--- src/rtl/uart_pkg.sv ---
// Shared UART definitions: transmitter state encoding, default bit timing
// and a parity helper used by both ends of the link.
package uart_pkg;

  // 50 MHz system clock, 115200 baud.
  localparam int UART_DEFAULT_DIVISOR      = 50_000_000 / 115_200;
  localparam int UART_DEFAULT_COUNTER_SIZE = 9;

  typedef enum logic [2:0] {
    ST_IDLE   = 3'd0,
    ST_START  = 3'd1,
    ST_DATA   = 3'd2,
    ST_PARITY = 3'd3,
    ST_STOP   = 3'd4
  } uart_state_e;

  // Parity over up to 8 data bits; narrower words are zero-extended,
  // which leaves the XOR unchanged.
  function automatic logic calc_parity(input logic [7:0] data, input logic odd);
    return (^data) ^ odd;
  endfunction

endpackage

--- src/rtl/uart_tx_baud_cnt.sv ---
// Bit-period counter for the transmitter. Unlike the receiver's
// free-running divider it is held at zero while restart is high, so the
// first bit of a frame always lasts a full DIVISOR clocks.
module uart_tx_baud_cnt
  import uart_pkg::*;
#(
  parameter int COUNTER_SIZE = UART_DEFAULT_COUNTER_SIZE,
  parameter int DIVISOR      = UART_DEFAULT_DIVISOR
) (
  input  logic i_clk,
  input  logic i_rst_n,
  input  logic i_restart,
  input  logic i_enable,
  output logic o_bit_end
);

  localparam logic [COUNTER_SIZE-1:0] LAST_COUNT = COUNTER_SIZE'(DIVISOR - 1);

  logic [COUNTER_SIZE-1:0] cnt_reg;
  logic [COUNTER_SIZE-1:0] cnt_next;

  assign o_bit_end = i_enable && !i_restart && (cnt_reg == LAST_COUNT);

  // Next count: clear on restart or at the bit boundary, else advance.
  always_comb begin
    cnt_next = cnt_reg;
    if (i_restart) begin
      cnt_next = '0;
    end else if (i_enable) begin
      cnt_next = o_bit_end ? '0 : cnt_reg + COUNTER_SIZE'(1);
    end
  end

  // Counter register.
  always_ff @(posedge i_clk or negedge i_rst_n) begin
    if (!i_rst_n) begin
      cnt_reg <= '0;
    end else begin
      cnt_reg <= cnt_next;
    end
  end

endmodule

--- src/rtl/uart_tx.sv ---
// UART transmitter: one byte per valid/ready handshake, sent as start,
// data (LSB first), optional parity and 1 or 2 stop bits. The line is
// driven straight from a flop so it never glitches.
module uart_tx
  import uart_pkg::*;
#(
  parameter int COUNTER_SIZE = UART_DEFAULT_COUNTER_SIZE,
  parameter int DIVISOR      = UART_DEFAULT_DIVISOR,
  parameter int DATA_BITS    = 8,
  parameter int PARITY_EN    = 0,
  parameter int PARITY_ODD   = 0,
  parameter int STOP_BITS    = 1
) (
  input  logic                 i_clk,
  input  logic                 i_rst_n,
  input  logic [DATA_BITS-1:0] i_data,
  input  logic                 i_valid,
  output logic                 o_ready,
  output logic                 o_txd,
  output logic                 o_busy,
  output logic                 o_done
);

  if (DIVISOR < 2 || DIVISOR >= (1 << COUNTER_SIZE)) begin : g_bad_divisor
    $error("uart_tx: DIVISOR must be 2..2**COUNTER_SIZE-1");
  end
  if (DATA_BITS < 5 || DATA_BITS > 8) begin : g_bad_data_bits
    $error("uart_tx: DATA_BITS must be 5..8");
  end
  if (STOP_BITS < 1 || STOP_BITS > 2) begin : g_bad_stop_bits
    $error("uart_tx: STOP_BITS must be 1 or 2");
  end

  localparam logic [2:0] LAST_BIT  = 3'(DATA_BITS - 1);
  localparam logic       LAST_STOP = 1'(STOP_BITS - 1);

  uart_state_e          state_reg, state_next;
  logic [DATA_BITS-1:0] shift_reg, shift_next;
  logic [2:0]           bit_idx_reg, bit_idx_next;
  logic                 stop_idx_reg, stop_idx_next;
  logic                 parity_reg, parity_next;
  logic                 txd_reg, txd_next;
  logic                 done_reg, done_next;
  logic                 bit_end;

  // The counter is parked at zero whenever no frame is running.
  uart_tx_baud_cnt #(
    .COUNTER_SIZE (COUNTER_SIZE),
    .DIVISOR      (DIVISOR)
  ) u_baud_cnt (
    .i_clk     (i_clk),
    .i_rst_n   (i_rst_n),
    .i_restart (state_reg == ST_IDLE),
    .i_enable  (state_reg != ST_IDLE),
    .o_bit_end (bit_end)
  );

  assign o_ready = (state_reg == ST_IDLE);
  assign o_busy  = (state_reg != ST_IDLE);
  assign o_txd   = txd_reg;
  assign o_done  = done_reg;

  // Frame sequencing; txd_next is the line level for the coming bit.
  always_comb begin
    state_next    = state_reg;
    shift_next    = shift_reg;
    bit_idx_next  = bit_idx_reg;
    stop_idx_next = stop_idx_reg;
    parity_next   = parity_reg;
    txd_next      = txd_reg;
    done_next     = 1'b0;
    unique case (state_reg)
      ST_IDLE: begin
        txd_next = 1'b1;
        if (i_valid) begin
          state_next    = ST_START;
          shift_next    = i_data;
          parity_next   = calc_parity(8'(i_data), PARITY_ODD != 0);
          bit_idx_next  = '0;
          stop_idx_next = 1'b0;
          txd_next      = 1'b0;
        end
      end
      ST_START: begin
        if (bit_end) begin
          state_next = ST_DATA;
          txd_next   = shift_reg[0];
        end
      end
      ST_DATA: begin
        if (bit_end) begin
          shift_next = shift_reg >> 1;
          if (bit_idx_reg == LAST_BIT) begin
            if (PARITY_EN != 0) begin
              state_next = ST_PARITY;
              txd_next   = parity_reg;
            end else begin
              state_next = ST_STOP;
              txd_next   = 1'b1;
            end
          end else begin
            bit_idx_next = bit_idx_reg + 3'd1;
            txd_next     = shift_reg[1];
          end
        end
      end
      ST_PARITY: begin
        if (bit_end) begin
          state_next = ST_STOP;
          txd_next   = 1'b1;
        end
      end
      ST_STOP: begin
        txd_next = 1'b1;
        if (bit_end) begin
          if (stop_idx_reg == LAST_STOP) begin
            state_next = ST_IDLE;
            done_next  = 1'b1;
          end else begin
            stop_idx_next = 1'b1;
          end
        end
      end
      default: begin
        state_next = ST_IDLE;
        txd_next   = 1'b1;
      end
    endcase
  end

  // State and datapath registers; reset abandons any frame in flight.
  always_ff @(posedge i_clk or negedge i_rst_n) begin
    if (!i_rst_n) begin
      state_reg    <= ST_IDLE;
      shift_reg    <= '0;
      bit_idx_reg  <= '0;
      stop_idx_reg <= 1'b0;
      parity_reg   <= 1'b0;
      txd_reg      <= 1'b1;
      done_reg     <= 1'b0;
    end else begin
      state_reg    <= state_next;
      shift_reg    <= shift_next;
      bit_idx_reg  <= bit_idx_next;
      stop_idx_reg <= stop_idx_next;
      parity_reg   <= parity_next;
      txd_reg      <= txd_next;
      done_reg     <= done_next;
    end
  end

endmodule
--- config.mk ---
export PLATFORM = sky130hd
export DESIGN_NAME = uart_tx
export DESIGN_NICKNAME = d
export VERILOG_FILES = /design/src/rtl/uart_pkg.sv /design/src/rtl/uart_tx_baud_cnt.sv /design/src/rtl/uart_tx.sv
export SDC_FILE = /design/constraint.sdc
export NUM_CORES = 1
export LEC_CHECK = 0
export CELL_PAD_IN_SITES_DETAIL_PLACEMENT = 0
export CELL_PAD_IN_SITES_GLOBAL_PLACEMENT = 1
export CORE_AREA = 2 2 70 55
export CTS_CLUSTER_DIAMETER = 100
export CTS_CLUSTER_SIZE = 10
export DETAILED_ROUTE_END_ITERATION = 16
export DIE_AREA = 0 0 72 57
export DONT_BUFFER_PORTS = 1
export PLACE_DENSITY = 0.71
export SETUP_SLACK_MARGIN = 0.02
export SYNTH_ARGS = -nofsm -noshare
export SYNTH_HDL_FRONTEND = slang
export SYNTH_SLANG_ARGS = --single-unit
--- constraint.sdc ---
create_clock -name i_clk -period 2.59 [get_ports i_clk]
set_input_delay 0.3885 -clock i_clk [delete_from_list [all_inputs] [get_ports i_clk]]
set_output_delay 0.3885 -clock i_clk [all_outputs]
set_load 0.02 [all_outputs]
==> Word level (Yosys, flattened, before mapping) <==
Index checks and enable logic that the tools add are counted.
{ "word_totals": {"register_bits": 26, "output_inout_bits": 4, "elab_cells": 67} }
{ "op_classes": {"reduce_logical": 13, "muxes": 31, "addsub": 2, "n_eq_ne": 14} }
{ "op_table": {"columns": ["op", "n"], "rows": [
  ["3-bit 2-to-1 mux", 10],
  ["9-bit 2-to-1 mux", 3],
  ["8-bit 2-to-1 mux", 2],
  ["8-bit case mux with 2 select lines", 1],
  ["3-bit case mux with 5 select lines", 1],
  ["1-bit 2-to-1 mux", 11],
  ["9-bit by 1-bit adder with 9-bit output, second input constant", 1],
  ["9-bit equality test, second input constant", 1],
  ["3-bit AND reduction", 3],
  ["2-bit by 1-bit inequality test with 1-bit output, second input constant", 4],
  ["2-bit inequality test, second input constant", 4],
  ["7-bit AND reduction", 1],
  ["3-bit by 2-bit equality test with 1-bit output, second input constant", 2],
  ["3-bit equality test, second input constant", 2],
  ["3-bit case mux with 2 select lines", 1],
  ["2-bit nonzero test", 3],
  ["1-bit case mux with 4 select lines", 1],
  ["4-bit AND reduction", 1],
  ["3-bit by 1-bit adder with 3-bit output, second input constant", 1],
  ["3-bit by 1-bit equality test with 1-bit output, second input constant", 1],
  ["3-bit zero test", 1],
  ["3-bit nonzero test", 1],
  ["1-bit logical AND", 2],
  ["1-bit case mux with 2 select lines", 1],
  ["1-bit zero test", 1]
]} }

==> Longest topological paths before layout <==
Gate-level depths: netlist of run 1.
{ "logic_depth": {"ltp_word": 7, "depth_mapped": 6, "ltp_nobuf": 5} }

==> Cells and area by module <==
Synthesis of run 1 repeated with hierarchy kept, for this count alone.
{ "unflattened": {"hier_cells": 128, "hier_area_um2": 1406.3} }
{ "modules_own_cells": {"columns": ["mod", "area_per_inst_um2", "instances", "seq_area_each_um2", "cells_each"], "rows": [
  ["uart_tx", 873.3, 1, 401.6, 69],
  ["uart_tx_baud_cnt", 533.0, 1, 225.2, 59]
]} }

==> Worst setup path after synthesis of run 1 <==
OpenSTA, ideal clock, no wires.
{ "synth_path": {"kind": "reg-to-reg", "start": "reg u_baud_cnt.cnt_reg[1]", "end": "reg shift_reg[0]", "setup_slack_ns": 0.565, "path_buffers": 1, "arrival_ns": 1.901, "path_stages_with_launch": 7, "required_ns": 2.465, "synth_period_minus_slack_ns": 2.025, "setup_time_ns": 0.125, "cell_sequence": "dfrtp_1 inv_1 ha_1 or4b_1 buf_6 o31ai_4 mux2_2"} }
{ "synth_between": {"elab_chain_len": 4} }
{ "synth_lines": {"columns": ["element", "line", "rtl"], "rows": [
  ["start, declared", "uart_tx_baud_cnt.sv:19", "logic [COUNTER_SIZE-1:0] cnt_reg;"],
  ["start signal, assigned", "uart_tx_baud_cnt.sv:39", "cnt_reg <= cnt_next;"],
  ["9-bit equality test", "uart_tx_baud_cnt.sv:22", "assign o_bit_end = i_enable && !i_restart && (cnt_reg == LAST_COUNT);"],
  ["1-bit logical AND", "uart_tx_baud_cnt.sv:22", null],
  ["2-bit by 1-bit inequality test with 1-bit output (no source line)", null, null],
  ["3-bit AND reduction (no source line)", null, null],
  ["end signal, assigned", "uart_tx.sv:143", "shift_reg <= shift_next;"],
  ["end, declared", "uart_tx.sv:38", "logic [DATA_BITS-1:0] shift_reg, shift_next;"]
]} }
Every way passes these cells.
A chain may end at the register's enable or synchronous reset.

==> Final worst setup path of run 1 <==
{ "layout_path": {"start": "reg u_baud_cnt.cnt_reg[1]", "end": "reg shift_reg[4]"} }
The elaborated chain is that of the path after synthesis.

==> results by group, run 1 <==
Outcome
  • Status: finished, final reports clean

Layout
  • Share of layout cells above drive strength 1: 24.39%
  • Final net count: 139
  • Footprint of the multi-input gates: 644.4 sq um
  • Non-Filler Instances: 165
  • Final core utilization: 41.53%
  • Register area: 626.9 sq um
  • Layout fillers: 328
  • Layout Area Growth over Synthesis: 10.16%
  • Layout Cell Area excl Fill: 1451 sq um
  • N_diodes: 0
  • Commonest non-fill, non-tap cells in the layout: 24 x dfrtp_1, 14 x mux2_2, 10 x nand2_1
  • Max reg flops: 9
  • Commonest non-fill, non-tap cell in the layout: dfrtp_1

Critical path
  • Setup CP Type: flop to flop
  • CP Max Fanout: 8
  • CP required: 2.76 ns
  • Worst-path cell with the longest stage delay: or4b_1
  • Worst Reg-to-Reg Cells: 5
  • Worst r2r src: u_baud_cnt.cnt_reg[1]
  • R2R Setup Slk: 0.49 ns
  • CP cell instances: inv_1, ha_1, or4b_1, o31ai_4, mux2_2
  • Startpoint Class: flop
  • Arrival @ worst endpoint: 2.27 ns
  • Crit end category: flop
  • R2R Path End: shift_reg[4]
  • Critical Path Max Stage Delay: 0.51 ns

Clock network
  • Clk Tree Root Cell: clkbuf_8
  • Clock Tree Buf Depth: 2
  • Clock latency on the worst-skew pair: 0.27 ns
  • CTS clk-pin slew, worst paths: 0.09 ns
  • Post-cts gate resize count: 0
  • H-tree depth: 1
  • Clock tree sinks: 25
  • CTS buffer count: 3
  • TritonCTS clock tree: yes

Detailed routing
  • Routed WL per cell: 14.85 microns
  • Final WL: 2.450 mm
  • Detailed Route Iter0 Violations: 39
  • Via count: 905
  • DRT Pass-1 Iters: 4
  • Residual DRC count: 0
  • Vias per Instance: 5.485
  • Routed Antenna Nets: 0

STA
  • RSZ-0062 raised after global routing: no
  • Skew final: 0.004073 ns
  • Endpoints failing hold: 0
  • Max_slew headroom: 56.09%
  • Peak Freq: 476.3 MHz
  • Final slew viol count: 0
  • Setup-failing EPs final: 0
  • Final hold slack: 0.2627 ns
  • Final min period: 2.099 ns
  • Tcrit/Tclk final: 81.05%
  • Final WS setup: 0.4907 ns
  • Setup TNS Final: 0 ns
  • Worst slew pin tran: 0.6494 ns

Logic synthesis
  • Register area share after synthesis: 47.58%
  • Flop and latch count out of synthesis: 25
  • Synth Instances: 118
  • Asr flop ratio synth: 100.0%
  • Mapped Area: 1318 sq um
  • Distinct cell type count after synthesis: 39
  • Synth Area per Inst: 11.17 sq um
  • Top FF cell, synth: dfrtp_1
  • Ys Warns: 0
  • Synthesized net count: 133
  • Post-synth EDFFs: 0

Global routing
  • Global route overflow: 0
  • Largest net degree at the start of global routing: 26
  • Number of global-route vias before repair: 890
  • Initial antenna violation count: 0
  • Total GRT Usage: 13.41%
  • First-pass GRT wire length: 4.209 mm

Job
  • MaxCap Viol Count: 0

Min path
  • Critical hold path startpoint: i_data[7]
  • WHS Path Cells: 2
  • Hold EP: shift_reg[7]
  • Hold Path Class: primary input to flop

Place
  • Routability cong.: 0.7684
  • Placed cells: 159
  • HPWL after DPL: 1.822 mm
  • Placed cell area: 1373 sq um
  • Port Buf Inserts: 0
  • DP Worst Slack: 0.5063 ns

Floorplan
  • Die height: 57 microns
  • Chip Width: 72 microns
  • Initial Utilization: 37.70%
  • Core region area: 3495 sq um
  • DIE AREA: 4104 sq um
  • # rows: 19
  • Ports: 15

Power
  • Peak supply drop: 0.2663 mV
  • Pwr Total: 655.9 uW
  • Static Leak: 0.6055 nW
  • Power per cell area: 451.9 nW/um^2
-- area by class of cell --
cell class                      instances  area share [%]
Multi-Input combinational cell         83           44.40
Sequential cell                        25           43.19
Timing Repair Buffer                    6           4.138
Tap cell                               42           3.621
Clock buffer                            3           2.845
Inverter                                5           1.293
Clock inverter                          1          0.5172
-- worst max-delay path by stage --
stage | slack [ns] | to | start
CTS | 0.47 | shift_reg[4] | u_baud_cnt.cnt_reg[1]
global route | 0.40 | u_baud_cnt.cnt_reg[2] | u_baud_cnt.cnt_reg[1]
floorplan | 0.56 | shift_reg[0] | u_baud_cnt.cnt_reg[1]
detailed placement | 0.51 | shift_reg[4] | u_baud_cnt.cnt_reg[1]
global placement | 0.56 | shift_reg[2] | u_baud_cnt.cnt_reg[1]
finish | 0.49 | shift_reg[4] | u_baud_cnt.cnt_reg[1]
-- worst max-delay path, delay by kind of cell (launching register included) --
| kind | cells | cell delay, ns |
|---|---|---|
| AND/OR/NAND/NOR | 1 | 0.51 |
| flip-flops | 1 | 0.40 |
| multiplexers | 1 | 0.39 |
| buffers and inverters | 1 | 0.06 |
| AO/OA/AOI/OAI | 1 | 0.48 |
| adder cells (fa/ha/maj) | 1 | 0.15 |
-- synth_stat cells (all sizes together) (2+ instances only) --
| cell type | n | area, sq um |
|---|---|---|
| inv | 5 | 18.77 |
| nand4 | 2 | 18.77 |
| nand3 | 4 | 20.02 |
| mux2 | 14 | 157.7 |
| nor2 | 7 | 26.28 |
| or4b | 2 | 20.02 |
| a21oi | 5 | 25.02 |
| nor3b | 2 | 15.01 |
| o21ai | 4 | 20.01 |
| o31ai | 3 | 36.28 |
| clkbuf | 4 | 16.26 |
| xor2 | 2 | 17.52 |
| nand2 | 10 | 37.54 |
| nor4b | 2 | 17.52 |
| ha | 4 | 50.05 |
| o211ai | 2 | 15.01 |
| dfrtp | 24 | 600.6 |
| or3 | 3 | 18.77 |
| nor3 | 2 | 10.01 |
| mux2i | 3 | 30.03 |
-- report_power, final --
group	switching (mW)	internal (mW)	total, mW
registers	0.00256	0.395	0.397
logic	0.0107	0.0119	0.0227
clock network	0.127	0.109	0.236
total	0.140	0.516	0.656
-- layer usage --
layer  global-route usage [%]  up-vias  share of wire [%]  routed length (microns)
li1                         -      443                  -                        -
met1                    18.84      438                 47                     1148
met2                    19.31       22                 46                     1130
met3                    4.947        2                6.2                      151
met4                    4.313        0               0.78                       19
met5                        0        -                  0                        0
-- cell families after synthesis --
family                   Yosys count  share of synthesized area, %
AO/OA/AOI/OAI                     19                         10.26
buffers and inverters             10                         3.513
adder cells (fa/ha/maj)            4                         3.799
XOR/XNOR                           3                         1.995
AND/OR/NAND/NOR                   40                         18.62
flip-flops                        25                         47.58
multiplexers                      17                         14.25
-- what timing repair did --
| action | CTS | global route |
|---|---|---|
| endpoints found under the setup margin | 0 | 0 |
| endpoints found under the hold margin | 25 | 0 |
| hold buffers | 2 | 0 |
| buffers inserted | 0 | 0 |
Power figures use the tool's default switching activity.
==> run 2, diff against run 1 <==
Settings changed: PLACE_DENSITY 0.71 to 0.74.
Clock period 2.59 ns to 1.7 ns, I/O delays scaled along.
==> run 2 against run 1 <==
- the run now ends with negative setup slack left
- sequential share of layout area decreased by 4.5 points
- worst hold slack got worse by 0.13 ns
- wire length increased by 13%
- core utilization increased by 4.8 points
- non-clock buffer count increased by 18
- setup slack got worse by 0.69 ns
- first-iteration DRC count increased by 31%
- via count increased by 7.7%
==> results by group, run 2 (synthesis gave the netlist of run 1 again) <==
Outcome
  • Status: complete, but fails checks
  • Violated checks: negative setup slack

Place
  • Placed cell area: 1493 sq um (+8.8%)
  • Routability cong.: 0.7242 (-5.8%)
  • HPWL after DPL: 2.005 mm (+10%)
  • Port Buf Inserts: 0 (unchanged)

Clock network
  • CTS buffer count: 3 (unchanged)
  • H-tree depth: 1 (unchanged)
  • TritonCTS clock tree: yes
  • Clock tree sinks: 25 (unchanged)
  • CTS clk-pin slew, worst paths: 0.09 ns (about the same)
  • Clk Tree Root Cell: clkbuf_8
  • Clock Tree Buf Depth: 2 (unchanged)
  • Clock latency on the worst-skew pair: 0.27 ns (about the same)

Layout
  • Layout Area Growth over Synthesis: 22.98%
  • N_diodes: 0 (unchanged)
  • Commonest non-fill, non-tap cells in the layout: 24 x dfrtp_1, 21 x buf_4, 14 x mux2_2
  • Max reg flops: 9 (unchanged)
  • Share of layout cells above drive strength 1: 37.59% (+13 points)
  • Commonest non-fill, non-tap cell in the layout: dfrtp_1
  • Final core utilization: 46.37% (+4.8 points)
  • Layout fillers: 331 (+0.91%)
  • Layout Cell Area excl Fill: 1620 sq um (+12%)
  • Final net count: 157 (+13%)

Critical path
  • Crit end category: flop
  • Startpoint Class: flop
  • Arrival @ worst endpoint: 2.05 ns (-0.22 ns)
  • CP required: 1.85 ns (-0.91 ns)
  • CP Max Fanout: 8 (unchanged)
  • Setup CP Type: flop to flop

STA
  • Final hold slack: 0.1375 ns (-0.1252 ns)
  • Skew final: 0.009919 ns (+0.005846 ns)
  • Tcrit/Tclk final: 111.8% (+31 points)
  • Worst slew pin tran: 0.3728 ns (-0.2766 ns)
  • RSZ-0062 raised after global routing: yes
  • Final slew viol count: 0 (unchanged)
  • Endpoints failing hold: 0 (unchanged)
  • Peak Freq: 526.3 MHz (+10%)
  • Max_slew headroom: 74.79% (+19 points)
  • Setup-failing EPs final: 21 (+21)
  • Final WS setup: -0.2002 ns (-0.6909 ns)
  • Final min period: 1.900 ns (-0.1991 ns)

Detailed routing
  • Routed WL per cell: 15.10 microns (+1.7%)
  • Via count: 975 (+7.7%)
  • Final WL: 2.764 mm (+13%)
  • Routed Antenna Nets: 0 (unchanged)
  • Residual DRC count: 0 (unchanged)
  • Vias per Instance: 5.328 (-2.9%)
  • Detailed Route Iter0 Violations: 51 (+31%)
  • DRT Pass-1 Iters: 4 (unchanged)

Min path
  • Hold Path Class: primary input to flop

Floorplan
  • Ports: 15 (unchanged)
  • Chip Width: 72 microns (unchanged)
  • Initial Utilization: 37.70% (unchanged)
  • Core region area: 3495 sq um (unchanged)
  • # rows: 19 (unchanged)
  • DIE AREA: 4104 sq um (unchanged)
  • Die height: 57 microns (unchanged)

Job
  • MaxCap Viol Count: 0 (unchanged)

Power
  • Peak supply drop: 0.3410 mV (+28%)
  • Static Leak: 0.7057 nW (+17%)
  • Power per cell area: 612.6 nW/um^2 (+36%)

Global routing
  • First-pass GRT wire length: 4.623 mm (+9.8%)
  • Initial antenna violation count: 0 (unchanged)
  • Number of global-route vias before repair: 992 (+11%)
  • Global route overflow: 0 (unchanged)
  • Total GRT Usage: 14.63% (+1.2 points)
  • Largest net degree at the start of global routing: 26 (unchanged)
[run 2: per-stage QoR]
stage | TNS (ns) | setup WS (ns) | total power [mW] | cells
6_report | -2.298 | -0.2002 | 0.9925 | 183
5_1_grt | -4.141 | -0.2728 | 1.033 | 183
4_1_cts | -2.205 | -0.2047 | 1.007 | 181
3_5_place_dp | -3.193 | -0.2634 | 0.6341 | 174
3_3_place_gp | -1.886 | -0.1797 | 0.6320 | 174
2_1_floorplan | -1.888 | -0.2596 | 0.6302 | 118
[run 2: per-layer routing]
metal | GRT usage [%] | vias to the layer above | share of wire [%]
met3 | 4.594 | 2 | 3.2
met4 | 1.617 | 0 | 0.47
met5 | 0 | - | 0
met2 | 25.00 | 9 | 50
met1 | 18.98 | 489 | 46
li1 | - | 475 | -
[run 2: timing repair]
| action | CTS | global route |
|---|---|---|
| gates resized for setup | 3 | 3 |
| pin swaps | 1 | 0 |
| buffers inserted | 1 | 2 |
| hold buffers | 2 | 0 |
| endpoints found under the hold margin | 25 | 0 |
| setup endpoints to repair | 22 | 23 |
[run 2: final timing paths]
check | start | to | slack (ns) | depth (start not counted)
worst max-delay path | u_baud_cnt.cnt_reg[1] | shift_reg[3] | -0.20 | 6
worst min-delay path | i_data[7] | shift_reg[7] | 0.14 | 2
worst max register to register | u_baud_cnt.cnt_reg[1] | shift_reg[3] | -0.20 | 6
worst min register to register | bit_idx_reg[0] | bit_idx_reg[0] | 0.49 | 1
max in group asynchronous | i_rst_n | o_txd | 1.07 | 2
min in group asynchronous | i_rst_n | o_done | 0.40 | 2
[run 2: final cells by class]
cell class,count,area [sq um],share of cell area [%]
Inverter,5,18.77,1.158
Clock buffer,4,45.04,2.780
Tap cell,42,52.55,3.243
Multi-Input combinational cell,83,678.2,41.85
Timing Repair Buffer,24,198.9,12.28
Sequential cell,25,626.9,38.69
[run 2: critical path, stage by stage, from the launching register on]
cell,delay [ns]
dfrtp_1,0.39
inv_1,0.06
ha_2,0.16
or4b_4,0.49
o31ai_4,0.19
buf_6,0.16
mux2_2,0.34
[run 2: where the power goes]
group | switching, mW | internal (mW) | total [mW]
Clock | 0.184 | 0.168 | 0.352
Sequential | 0.00440 | 0.601 | 0.606
Combinational | 0.0168 | 0.0183 | 0.0351
==> run 3, diff against run 2 <==
Settings changed: CORE_AREA 2 2 70 55 to 2 2 68 57, CTS_CLUSTER_SIZE 10 to not set, DIE_AREA 0 0 72 57 to 0 0 70 59, PLACE_DENSITY 0.74 to 0.73.
==> run 3 against run 2 <==
- the run still ends with negative setup slack left
- global-route usage fell by 1.3 points
- register-to-register slack improved by 0.02 ns
- total power fell by 1.0%
- clock skew fell by 0.0055 ns
- die area rose by 0.63%
- maximum frequency rose by 0.83%
- wire length fell by 8.5%
- first-iteration DRC count rose by 24%
- clock power fell by 3%
- clock-buffer cell count did not move
- via count fell by 3.8%
- critical path type unchanged
- largest power group unchanged
- highest routed layer unchanged
==> results by group, run 3 (synthesis gave the netlist of run 1 again) <==
Outcome
  • Status: complete, but fails checks
  • Violated checks: negative setup slack

Global routing
  • Largest net degree at the start of global routing: 26 (unchanged)
  • First-pass GRT wire length: 4.236 mm (-8.4%)
  • GRT Max-Usage Layer: met2
  • Global route overflow: 0 (unchanged)
  • Number of global-route vias before repair: 930 (-6.3%)
  • Met2 usage: 23.13% (-1.9 points)
  • Met3 GRT Util: 4.422% (-0.17 points)
  • Initial antenna violation count: 0 (unchanged)
  • Total GRT Usage: 13.36% (-1.3 points)
  • Met1 usage: 16.40% (-2.6 points)

Place
  • Port Buf Inserts: 0 (unchanged)
  • HPWL after DPL: 1.947 mm (-2.9%)
  • Placed cells: 175 (+0.57%)
  • Placed cell area: 1500 sq um (+0.50%)
  • DP Worst Slack: -0.2263 ns (+0.03706 ns)
  • Routability cong.: 0.6918 (-4.5%)

Layout
  • Max reg flops: 9 (unchanged)
  • N_diodes: 0 (unchanged)
  • Register area: 626.9 sq um (unchanged)
  • Footprint of the multi-input gates: 669.4 sq um (-1.3%)
  • Share of layout cells above drive strength 1: 35.25% (-2.3 points)
  • Commonest non-fill, non-tap cells in the layout: 24 x dfrtp_1, 20 x buf_4, 14 x mux2_2
  • Final core utilization: 47.18% (+0.82 points)
  • Layout Cell Area excl Fill: 1593 sq um (-1.7%)
  • Layout fillers: 298 (-10%)
  • Final net count: 155 (-1.3%)
  • Layout Area Growth over Synthesis: 20.89%
  • Commonest non-fill, non-tap cell in the layout: dfrtp_1
  • Non-Filler Instances: 181 (-1.1%)

STA
  • Tcrit/Tclk final: 110.9% (-0.92 points)
  • Skew final: 0.004381 ns (-0.005538 ns)
  • Worst slew pin tran: 0.3408 ns (-0.03202 ns)
  • RSZ-0062 raised after global routing: yes
  • Setup TNS Final: -1.709 ns (+0.5892 ns)
  • Setup-failing EPs final: 18 (-14%)
  • Endpoints failing hold: 0 (unchanged)
  • Max_slew headroom: 77.11% (+2.3 points)
  • Final WS setup: -0.1846 ns (+0.01557 ns)
  • Final slew viol count: 0 (unchanged)
  • Final min period: 1.885 ns (-0.01557 ns)
  • Peak Freq: 530.6 MHz (+0.83%)

Clock network
  • CTS buffer count: 3 (unchanged)
  • Clock Tree Buf Depth: 2 (unchanged)
  • Clock latency on the worst-skew pair: 0.26 ns (about the same)
  • Postcts setup bufs: 0 (-1)
  • H-tree depth: 1 (unchanged)
  • TritonCTS clock tree: yes
  • Clk Tree Root Cell: clkbuf_8
  • Clock tree sinks: 25 (unchanged)
  • CTS clk-pin slew, worst paths: 0.08 ns (about the same)

Min path
  • Hold Path Class: primary input to flop
  • Critical hold path startpoint: i_data[7]

Power
  • Power per cell area: 616.7 nW/um^2 (+0.67%)
  • Peak supply drop: 0.3756 mV (+10%)
  • Static Leak: 0.6920 nW (-1.9%)

Critical path
  • Critical path launch point: u_baud_cnt.cnt_reg[1]
  • CP required: 1.85 ns (about the same)
  • Worst r2r src: u_baud_cnt.cnt_reg[1]
  • R2R Setup Slk: -0.18 ns (+0.02 ns)
  • Crit-path leading delay family: simple AND/OR/NAND/NOR gates
  • WP buf/inv: 2 (unchanged)
  • Startpoint Class: flop
  • CP Max Fanout: 4 (-4)
  • CP cell instances: inv_1, ha_1, or4b_4, o31ai_4, buf_4, mux2_2
  • Worst-path cell with the longest stage delay: or4b_4
  • Critical Path Max Stage Delay: 0.48 ns (about the same)
  • Crit end category: flop
  • Setup CP Type: flop to flop
  • Arrival @ worst endpoint: 2.03 ns (-0.02 ns)

Detailed routing
  • DRT Pass-1 Iters: 4 (unchanged)
  • Vias per Instance: 5.182 (-2.7%)
  • Routed WL per cell: 13.98 microns (-7.5%)
  • Via count: 938 (-3.8%)
  • Detailed Route Iter0 Violations: 63 (+24%)
  • Routed Antenna Nets: 0 (unchanged)
  • Final WL: 2.530 mm (-8.5%)
  • Residual DRC count: 0 (unchanged)

Floorplan
  • Initial Utilization: 39.03% (+1.3 points)
  • DIE AREA: 4130 sq um (+0.63%)
  • Die height: 59 microns (+3.5%)
  • # rows: 19 (unchanged)
  • Ports: 15 (unchanged)
  • Chip Width: 70 microns (-2.8%)
  • Core region area: 3376 sq um (-3.4%)

Job
  • MaxCap Viol Count: 0 (unchanged)
==> run 3: layout make-up <==
class	count	area share, %
multi-input cells	83	42.03
flip-flops and latches	25	39.36
repair buffers	22	11.31
well taps	42	3.299
clock buffers	4	2.828
inverters	5	1.178
==> run 3: worst paths after layout <==
| path | endpoint | depth (start not counted) |
|---|---|---|
| worst min-delay path | shift_reg[7] | 2 |
| worst max register to register | shift_reg[2] | 6 |
| worst max-delay path | shift_reg[2] | 6 |
| min in group asynchronous | o_done | 2 |
| max in group asynchronous | o_txd | 2 |
| worst min register to register | bit_idx_reg[0] | 1 |
==> run 3: metal layers <==
layer  up-vias  wire length (microns)
li1        472                      -
met5         -                      0
met3         2                     94
met4         0                     22
met1       450                   1196
met2        14                   1217
==> run 3: stage by stage <==
stage / hold WS, ns / power, mW
after floorplan: -0.04059 / 0.6302
after global placement: -0.03976 / 0.6322
after detailed placement: -0.03965 / 0.6333
after CTS: 0.1256 / 1.004
after global routing: 0.1429 / 1.035
final: 0.1345 / 0.9822
==> run 3: power by group <==
part | internal, mW | total, mW | leakage [nW] | switching [mW]
sequential | 0.601 | 0.605 | 0.312 | 0.00400
clock | 0.167 | 0.343 | 0.0228 | 0.175
combinational | 0.0182 | 0.0342 | 0.357 | 0.0160
total | 0.787 | 0.982 | 0.692 | 0.195
==> run 3: timing repair <==
action	4_1_cts	5_1_grt
hold buffers	2	0
hold endpoints to repair	25	0
setup endpoints to repair	21	22
resized for setup	3	1
pin swaps	0	2
